--- config.mk ---
export PLATFORM = sky130hd
export DESIGN_NAME = pulse_line_scheduler
export DESIGN_NICKNAME = d
export VERILOG_FILES = /design/src/rtl/pulse_line_scheduler.sv
export SDC_FILE = /design/constraint.sdc
export NUM_CORES = 1
export LEC_CHECK = 0
export BUFFER_PORTS_ARGS = -buffer_cell sky130_fd_sc_hd__buf_2
export CAP_MARGIN = 20
export CORE_UTILIZATION = 45
export DETAILED_ROUTE_END_ITERATION = 7
export PLACE_DENSITY_LB_ADDON = 0.05
export SYNTH_ARGS = -nofsm -noshare
export SYNTH_HDL_FRONTEND = slang
export SYNTH_SLANG_ARGS = --single-unit
--- constraint.sdc ---
create_clock -name clck -period 2.6 [get_ports clck]
set_clock_uncertainty 0.15 [all_clocks]
set_input_delay 0.26 -clock clck [delete_from_list [all_inputs] [get_ports clck]]
set_output_delay 0.26 -clock clck [all_outputs]
set_load 0.02 [all_outputs]
--- src/rtl/pulse_line_scheduler.sv ---
// pulse_line_scheduler: round-robin owner of one DUT input line; drives a pulse of the
// winner's length, watches a response window for a hit, then holds a guard gap.
module pulse_line_scheduler #(
   parameter int N_REQ    = 4,
   parameter int LEN_W    = 8,
   parameter int RESP_WIN = 16,
   parameter int GAP      = 4,
   parameter int ID_W     = $clog2(N_REQ)
) (
   input  logic                   clck,
   input  logic                   rst,
   input  logic [N_REQ-1:0]       req,
   input  logic [N_REQ*LEN_W-1:0] req_len,
   output logic [N_REQ-1:0]       grant,
   output logic                   dut_in,
   input  logic                   dut_out,
   output logic                   done,
   output logic [ID_W-1:0]        done_id,
   output logic                   done_hit,
   output logic                   busy
);
   localparam int TW = $clog2(RESP_WIN + GAP + 1);

   typedef enum logic [1:0] {S_IDLE, S_DRIVE, S_WAIT, S_GAP} state_t;

   state_t           state, state_n;
   logic [LEN_W-1:0] lens [N_REQ];
   logic [LEN_W-1:0] len_cnt, len_cnt_n, len_sel;
   logic [TW-1:0]    tmr, tmr_n;
   logic [ID_W-1:0]  owner, owner_n, ptr, ptr_n, win, idx;
   logic             hit, hit_n, found;
   logic [N_REQ-1:0] grant_n;
   logic             dut_in_n, done_n, done_hit_n;
   logic [ID_W-1:0]  done_id_n;

   for (genvar g = 0; g < N_REQ; g++) begin : g_len
      assign lens[g] = req_len[g*LEN_W +: LEN_W];
   end

   // first requesting index at or after the pointer, wrapping past N_REQ-1
   always_comb begin
      win   = ptr;
      found = 1'b0;
      idx   = ptr;
      for (int k = 0; k < N_REQ; k++) begin
         if (!found && req[idx]) begin
            win   = idx;
            found = 1'b1;
         end
         idx = (idx == ID_W'(N_REQ - 1)) ? '0 : idx + 1'b1;
      end
   end

   assign len_sel = lens[win];
   assign busy    = (state != S_IDLE);

   always_comb begin
      state_n    = state;
      len_cnt_n  = len_cnt;
      tmr_n      = tmr;
      owner_n    = owner;
      ptr_n      = ptr;
      hit_n      = hit;
      grant_n    = grant;
      dut_in_n   = dut_in;
      done_n     = 1'b0;
      done_id_n  = done_id;
      done_hit_n = done_hit;
      case (state)
         S_IDLE: if (|req) begin
            state_n   = S_DRIVE;
            owner_n   = win;
            grant_n   = N_REQ'(1) << win;
            dut_in_n  = 1'b1;
            len_cnt_n = (len_sel == '0) ? LEN_W'(1) : len_sel;
            hit_n     = 1'b0;
         end
         S_DRIVE: begin
            hit_n = hit | dut_out;
            if (len_cnt == LEN_W'(1)) begin
               state_n  = S_WAIT;
               dut_in_n = 1'b0;
               tmr_n    = TW'(RESP_WIN);
            end else
               len_cnt_n = len_cnt - 1'b1;
         end
         S_WAIT: begin
            hit_n = hit | dut_out;
            if (tmr == TW'(1)) begin
               state_n    = S_GAP;
               done_n     = 1'b1;
               done_id_n  = owner;
               done_hit_n = hit | dut_out;
               grant_n    = '0;
               ptr_n      = (owner == ID_W'(N_REQ - 1)) ? '0 : owner + 1'b1;
               tmr_n      = TW'(GAP);
            end else
               tmr_n = tmr - 1'b1;
         end
         default: begin
            state_n = (tmr == TW'(1)) ? S_IDLE : state;
            tmr_n   = (tmr == TW'(1)) ? tmr : tmr - 1'b1;
         end
      endcase
   end

   always_ff @(posedge clck or posedge rst) begin
      if (rst) begin
         state    <= S_IDLE;
         len_cnt  <= '0;
         tmr      <= '0;
         owner    <= '0;
         ptr      <= '0;
         hit      <= 1'b0;
         grant    <= '0;
         dut_in   <= 1'b0;
         done     <= 1'b0;
         done_id  <= '0;
         done_hit <= 1'b0;
      end else begin
         state    <= state_n;
         len_cnt  <= len_cnt_n;
         tmr      <= tmr_n;
         owner    <= owner_n;
         ptr      <= ptr_n;
         hit      <= hit_n;
         grant    <= grant_n;
         dut_in   <= dut_in_n;
         done     <= done_n;
         done_id  <= done_id_n;
         done_hit <= done_hit_n;
      end
   end
endmodule

# Word-level counts from Yosys, hierarchy flattened

Cells that the tools add are included.
Widths: inputs -> output; s select.

Register bits after elaboration: 29
Bits of input ports: 39
Logic and storage cells: 106

Add/subtract/negate cells: 6
Order comparisons: 5
Equal/unequal tests: 13
Shifts and indexed selects: 1
Multiplexer cells: 44
Bitwise logic cells: 3
Reductions and logical operators: 23

Operators with widths:

| operator            | number |
|---|---|
| $mux 8              | 5 |
| $mux 2              | 11 |
| $bmux 8 s2          | 1 |
| $pmux 8 s2          | 1 |
| $mux 5              | 3 |
| $pmux 5 s3          | 1 |
| $lt 2x3->1 const B  | 4 |
| $mux 1              | 12 |
| $reduce_and 3->1    | 4 |
| $eq 2x2->1 const B  | 5 |
| $add 2x1->2 const B | 4 |
| $bmux 1 s2          | 4 |
| $eq 8x1->1 const B  | 1 |
| $logic_not 8->1     | 1 |
| $mux 4              | 2 |
| $ne 2x2->1 const B  | 4 |
| $pmux 4 s2          | 1 |
| $reduce_bool 2->1   | 4 |
| $sub 8x1->8 const B | 1 |
| $pmux 2 s3          | 1 |
| $reduce_and 2->1    | 3 |
| $eq 5x1->1 const B  | 1 |
| $sub 5x1->5 const B | 1 |
| $pmux 1 s2          | 2 |
| other kinds (14)    | 18 |

# Depth between registers and ports, before layout

Gate-level depths: netlist of run 1.

Depth after elaboration: 20
Depth in mapped cells: 11
Mapped depth without buffers: 9

# Worst setup path after synthesis of run 1

OpenSTA, ideal clock, no wires.

Path kind: register to register
Start: reg ptr[0]
End: reg len_cnt[1]
Library setup time: 0.127 ns
Arrival: 2.576 ns
Path slack: -0.254 ns
Stages on the path, launching flop included: 11
Buffers on the path: 2
Clock period less this slack: 2.854 ns
Path through: dfrtp_1 -> ha_1 -> buf_2 -> nor2b_1 -> o21ai_0 -> o221ai_1 -> a21oi_1 -> buf_2 -> mux4_1 -> a211oi_1 -> a21oi_1

Word-level cells in the longest chain between the ends: 20

Ends and longest elaborated chain:

| element                                              | RTL line | text |
|---|---|---|
| start: declaration                                   | 30       | `logic [ID_W-1:0] owner, owner_n, ptr, ptr_n, win, idx;` |
| start signal: assignment                             | 125      | `ptr <= ptr_n;` |
| branches (longest 11 deep; another with $add 2x1->2) | n/a      |  |
| $mux 2 *                                             | 46       | `if (!found && req[idx]) begin` |
| $not 2->3 (implied by the code) *                    | 54       | `assign len_sel = lens[win];` |
| $bmux 8 s2 *                                         | 54       |  |
| $mux 8 (implied by the code) * (2 in series)         | 54       |  |
| $logic_not 8->1                                      | 75       | `len_cnt_n = (len_sel == '0) ? LEN_W'(1) : len_sel;` |
| $mux 8 *                                             | 75       |  |
| $mux 8 *                                             | 70       | `S_IDLE: if (\|req) begin` |
| $pmux 8 s2 *                                         | 69       | `case (state)` |
| end signal: assignment                               | 122      | `len_cnt <= len_cnt_n;` |
| end: declaration                                     | 28       | `logic [LEN_W-1:0] len_cnt, len_cnt_n, len_sel;` |

Mark *: on every way between the ends. The select of a mux whose other input is x is not followed.
A chain may end at the register's enable or synchronous reset.

# Worst setup path in the final report of run 1

Start: reg ptr[0]
End: reg len_cnt[0]

Same word-level chain as after synthesis.

==> results of run 1 <==
==> cell families (layout without fill, tap and decap cells) <==
kind of cell,Yosys count,count (layout)
AOI/OAI and AO/OA,82,83
buffers and inverters,31,117
DFF,29,29
adders and majority gates,10,10
and+or+nand+nor,80,80
muxes,19,19
==> how the worst max path moves through the flow <==
stage	startpoint	to	slack [ns]	cells past startpoint
2_1_floorplan	ptr[1]$_DFFE_PP0P_	len_cnt[0]$_DFFE_PP0P_	-0.03	10
4_1_cts	ptr[0]$_DFFE_PP0P_	len_cnt[0]$_DFFE_PP0P_	-0.04	8
5_1_grt	ptr[0]$_DFFE_PP0P_	len_cnt[0]$_DFFE_PP0P_	-0.16	9
6_report	ptr[0]$_DFFE_PP0P_	len_cnt[0]$_DFFE_PP0P_	-0.04	8
3_3_place_gp	ptr[1]$_DFFE_PP0P_	len_cnt[0]$_DFFE_PP0P_	-0.22	8
3_5_place_dp	ptr[1]$_DFFE_PP0P_	len_cnt[0]$_DFFE_PP0P_	-0.30	9
==> state kept, by name, indices dropped and copies added (netlist names) <==
| register | cells |
|---|---|
| done_hit | 1 |
| done_id | 2 |
| hit | 1 |
| state | 2 |
| ptr | 2 |
| len_cnt | 8 |
| owner | 2 |
| tmr | 5 |
| grant | 4 |
| done | 1 |
| dut_in | 1 |
==> synth_stat cells (2+ instances only) <==
| cell type | n | share of area [%] |
|---|---|---|
| inv_1 | 19 | 3.2 |
| o31ai_1 | 2 | 0.68 |
| mux4_1 | 4 | 4.7 |
| a22oi_1 | 3 | 1.0 |
| buf_2 | 5 | 1.1 |
| buf_6 | 3 | 1.5 |
| nor3_1 | 11 | 2.5 |
| a221o_1 | 2 | 0.90 |
| or3_1 | 5 | 1.4 |
| o21bai_1 | 2 | 0.68 |
| o22ai_1 | 2 | 0.56 |
| dfrtp_1 | 29 | 33 |
| o21ai_0 | 28 | 6.3 |
| nor2_1 | 16 | 2.7 |
| mux2i_1 | 8 | 3.6 |
| o211ai_1 | 3 | 1.0 |
| a31oi_1 | 2 | 0.56 |
| a221oi_1 | 4 | 1.6 |
| nand2_1 | 22 | 3.7 |
| nand3_1 | 5 | 1.1 |
| clkbuf_1 | 4 | 0.68 |
| a21oi_1 | 16 | 3.6 |
| and2_1 | 2 | 0.56 |
| nor4b_1 | 3 | 1.2 |
| mux2_2 | 6 | 3.0 |
| nor4_1 | 5 | 1.4 |
| a21boi_0 | 2 | 0.68 |
| a211oi_1 | 6 | 2.0 |
| ha_1 | 10 | 5.6 |
| a22o_1 | 2 | 0.79 |
==> per-stage QoR <==
| stage | total power, uW | hold slack (ns) |
|---|---|---|
| 2_1_floorplan | 2500 | 0.188 |
| 3_3_place_gp | 3190 | 0.202 |
| 3_5_place_dp | 3210 | 0.202 |
| 4_1_cts | 3860 | 0.117 |
| 5_1_grt | 4370 | 0.125 |
| 6_report | 4030 | 0.121 |
==> worst max-delay path, stage by stage, from the launching register on <==
cell and delay [ns]:
dfrtp_1 0.41, ha_4 0.19, or2_1 0.29, nor3_1 0.37, a2111oi_4 0.12, a22o_4 0.30, mux4_2 0.33, nor4_2 0.28
a22o_1 0.15
==> report_power, final <==
| part | switching, uW | total (uW) | leakage, uW | internal (uW) |
|---|---|---|---|---|
| Sequential | 176 | 832 | 0.000358 | 656 |
| Combinational | 1440 | 2820 | 0.000998 | 1390 |
| Clock | 163 | 373 | 0.0000443 | 209 |
==> metal layers <==
metal | vias to the layer above | global-route usage [%] | share of wire [%]
met3 | 6 | 3.33 | 4.3
met5 | - | 0 | 0
met1 | 1040 | 33.3 | 46
met4 | 0 | 7.84 | 1.3
li1 | 1112 | - | -
met2 | 59 | 38.9 | 48
==> layout make-up <==
type / count / area, um2 / share of cell area (%)
sequential: 29 / 726 / 23.7
timing repair buffer: 91 / 588 / 19.2
tap: 67 / 83.8 / 2.74
inverter: 19 / 71.3 / 2.33
clock buffer: 7 / 86.3 / 2.82
multi-input combinational: 192 / 1500 / 49.2
==> timing repair <==
action                                  in CTS  in global routing
endpoints found under the setup margin       8                 10
buffers inserted                             5                  2
cloned                                       1                  0
pin swaps                                    6                 10
hold buffers                                 1                  0
hold endpoints to repair                    29                  0
resized for setup                           23                 19
==> flow_summary.ini, run 1 <==
[run_status]
status = finished with violations
violations = setup timing

[logic_synthesis]
synth_top_family_by_area = compound AO/OA/AOI/OAI gates
muxShareOfSynthArea_pct = 12.4
synth_flop_cell = dfrtp_1
synth_compound_area_share_pct = 24.2
syn_area_per_cell_um2 = 8.84
synth_cell_types = 50
synth-edff-count = 0
synthAdderAreaFrac_pct = 5.64
yosysWarningCount = 0
synth-seq-cells = 29
synth_simple_gate_area_share_pct = 18.5
netlist_instances = 251
synth_fp_nets = 300
synth-xor-area-share_pct = 0
syn-cell-area_um2 = 2220
ys_seq_area_share_pct = 32.7
async_flop_share_pct = 100

[layout]
synthToLayoutAreaGrowth_pct = 37.8
nets = 387
stdcell_count = 405
fin_area_um2 = 3060
n_fill_cell = 406
n_antenna_cell = 0
drive_gt1_share_pct = 41.7
layout_common_cells = buf_2 (48), buf_4 (36), dfrtp_1 (29)
fin_util_pct = 64.8
final_common_cell = buf_2

[global_routing]
grt_max_degree = 30
track_usage_pct = 24.1
grt_pass1_vias = 2075
overflow = 0
antenna_found_initial = 0
grt_first_pass_wirelength_mm = 9.63

[timing]
period_needed_ns = 2.64
hold_viol_final = 0
slew_headroom_pct = 57.5
fin_setup_tns_ns = -0.0537
setup_ws_ns = -0.0412
slew_violations = 0
period_share_pct = 102
worst_slew_pin_slew_ns = 0.634
rsz0062_at_grt = true
timing.fmax_mhz = 379
setup_viol = 3

[clock_tree]
clockRootBuffer = clkbuf_8
clock_latency_ns = 0.28
clock_sinks = 29
cts_buffers = 5
cts_buffer_depth = 2
ctsHtreeMaxLevel = 2
clk_pin_slew_ns = 0.06
tritoncts = yes

[critical_path]
critical_path_class = reg2reg
cp-end-kind = flip-flop
rr_startpoint = ptr[0]$_DFFE_PP0P_
r2r_slack_ns = -0.04
reg2regPathDepth = 8
required_ns = 2.67
timing.rr.end = len_cnt[0]$_DFFE_PP0P_
critPathLaunchType = flip-flop
arrival_ns = 2.71
worst-path-max-fanout = 5

[floorplan]
dieWidth_um = 72.2
die_h_um = 72.2
io_pins = 49
die_area_um2 = 5220
rows = 25
start_util_pct = 47.0
coreArea_um2 = 4720

[power_and_ir_drop]
power.density_nw_per_um2 = 1320
ir_drop_mv = 0.668
p_leak_uw = 0.00140

[placed_design]
dp.final_hpwl_mm = 4.32
place_ws_ns = -0.301
placed_area_um2 = 2740
place.gp.congestion = 0.824
dp_cells = 389
io_buffers = 48

[min_path]
holdCritStartpoint = dut_out
min_path_cells = 3
hold_class = in2reg
holdPathEnd = done_hit$_DFFE_PP0P_

[route]
wire_per_inst_um = 14.4
via_per_inst = 5.47
num_vias = 2217
antenna_left = 0
drt_iter0_drc = 125
post-route-drc-count = 0
wirelength_mm = 5.83
drtPass1Iterations = 4

[run]
drv_cap = 0
No activity file was read; power rests on OpenSTA's default activity.
==> inputs of run 2 (changes only) <==
==> constraint.sdc (replaced) <==
create_clock -name clck -period 3.3 [get_ports clck]
set_clock_uncertainty 0.15 [all_clocks]
set_input_delay 0.495 -clock clck [delete_from_list [all_inputs] [get_ports clck]]
set_output_delay 0.495 -clock clck [all_outputs]
set_load 0.02 [all_outputs]
==> flow_summary.ini, run 2 (same netlist as run 1, synthesis figures left out) <==
[global_routing]
grt_first_pass_wirelength_mm = 8.75
overflow = 0
grt_max_degree = 30
grt_pass1_vias = 1925
track_usage_pct = 21.5
antenna_found_initial = 0

[timing]
rsz0062_at_grt = false
slew_headroom_pct = 48.5
worst_slew_pin_slew_ns = 0.769
hold_viol_final = 0
setup_viol = 0
timing.fmax_mhz = 341
period_needed_ns = 2.93
slew_violations = 0
whs_ns = 0.115
fin_setup_tns_ns = 0
period_share_pct = 88.8

[route]
wirelength_mm = 5.26
drtPass1Iterations = 4
via_per_inst = 5.60
drt_iter0_drc = 153
antenna_left = 0
wire_per_inst_um = 14.2
post-route-drc-count = 0
num_vias = 2076

[critical_path]
r2r_slack_ns = 0.37
timing.rr.end = len_cnt[0]$_DFFE_PP0P_
worst-path-max-fanout = 12
required_ns = 3.37
critical_path_class = reg2reg
arrival_ns = 3.01
reg2regPathDepth = 9
critPathLaunchType = flip-flop
cp-end-kind = flip-flop
rr_startpoint = ptr[1]$_DFFE_PP0P_

[clock_tree]
cts_buffer_depth = 2
cts_buffers = 5
ctsHtreeMaxLevel = 2
postCtsSetupBuffers = 0
clock_latency_ns = 0.28
clk_pin_slew_ns = 0.06
tritoncts = yes
cts.repair.resized = 0
hold_buffers = 0
clockRootBuffer = clkbuf_8
clock_sinks = 29

[power_and_ir_drop]
power.density_nw_per_um2 = 996
ir_drop_mv = 0.359
p_leak_uw = 0.00122

[min_path]
hold_class = in2async

[layout]
n_antenna_cell = 0
reg_top3 = len_cnt x8, tmr x5, grant x4
regMostFlops = len_cnt
nets = 352
largest_register_ffs = 8
final_common_cell = buf_2
drive_gt1_share_pct = 27.0
layout_common_cells = buf_2 (48), dfrtp_1 (29), o21ai_0 (28)
synthToLayoutAreaGrowth_pct = 19.1

[placed_design]
dp.final_hpwl_mm = 4.00
io_buffers = 48
place.gp.congestion = 0.847

[floorplan]
die_h_um = 72.2
io_pins = 49
coreArea_um2 = 4720
dieWidth_um = 72.2
start_util_pct = 47.0
die_area_um2 = 5220
rows = 25

[run]
drv_cap = 0

[run_status]
status = complete, no violations
[run 2: worst max-delay path by stage]
stage / startpoint / endpoint / slack (ns) / depth (start not counted)
2_1_floorplan: ptr[0]$_DFFE_PP0P_ / len_cnt[1]$_DFFE_PP0P_ / 0.45 / 10
3_3_place_gp: ptr[0]$_DFFE_PP0P_ / len_cnt[0]$_DFFE_PP0P_ / 0.24 / 8
3_5_place_dp: ptr[0]$_DFFE_PP0P_ / len_cnt[0]$_DFFE_PP0P_ / 0.21 / 8
4_1_cts: ptr[0]$_DFFE_PP0P_ / len_cnt[0]$_DFFE_PP0P_ / 0.19 / 8
5_1_grt: ptr[1]$_DFFE_PP0P_ / len_cnt[0]$_DFFE_PP0P_ / 0.07 / 9
6_report: ptr[1]$_DFFE_PP0P_ / len_cnt[0]$_DFFE_PP0P_ / 0.37 / 9
[run 2: layer usage]
layer  vias up  routed length (um)  GRT usage (%)
met5         -                   0              0
met4         0                  62           7.19
met3         6                 181           4.17
met2        48                2400           34.0
met1       979                2610           29.5
li1       1043                   -              -
[run 2: cell type report]
type	count	area, um2
repair buffers	57	308
clock buffers	7	96.3
fillers	442	2080
well taps	67	83.8
multi-input cells	191	1350
clock inverters	1	5.00
inverters	19	71.3
flip-flops and latches	29	726
[run 2: stage by stage]
stage                     std cells  instance area, um2  setup slack, ns  util (%)  total power (uW)
after floorplan                 251                2220            0.446         -              1920
after global placement          363                2540            0.244      53.7              2280
after detailed placement        363                2540            0.208      53.7              2300
after CTS                       371                2640            0.190      55.9              2630
after global routing            371                2640           0.0699      55.9              2870
final                           371                2640            0.368      55.9              2630
[run 2: critical path, stage by stage (launching register included)]
cell	delay [ns]
dfrtp_1	0.39
ha_2	0.42
inv_1	0.12
a21boi_0	0.16
o221ai_1	0.18
a21oi_1	0.18
buf_4	0.21
mux4_1	0.63
nor4_1	0.25
a22o_1	0.16
[run 2: report_power, final]
part           switching [uW]  internal (uW)
registers                 146            517
logic                     927            715
clock network             138            188
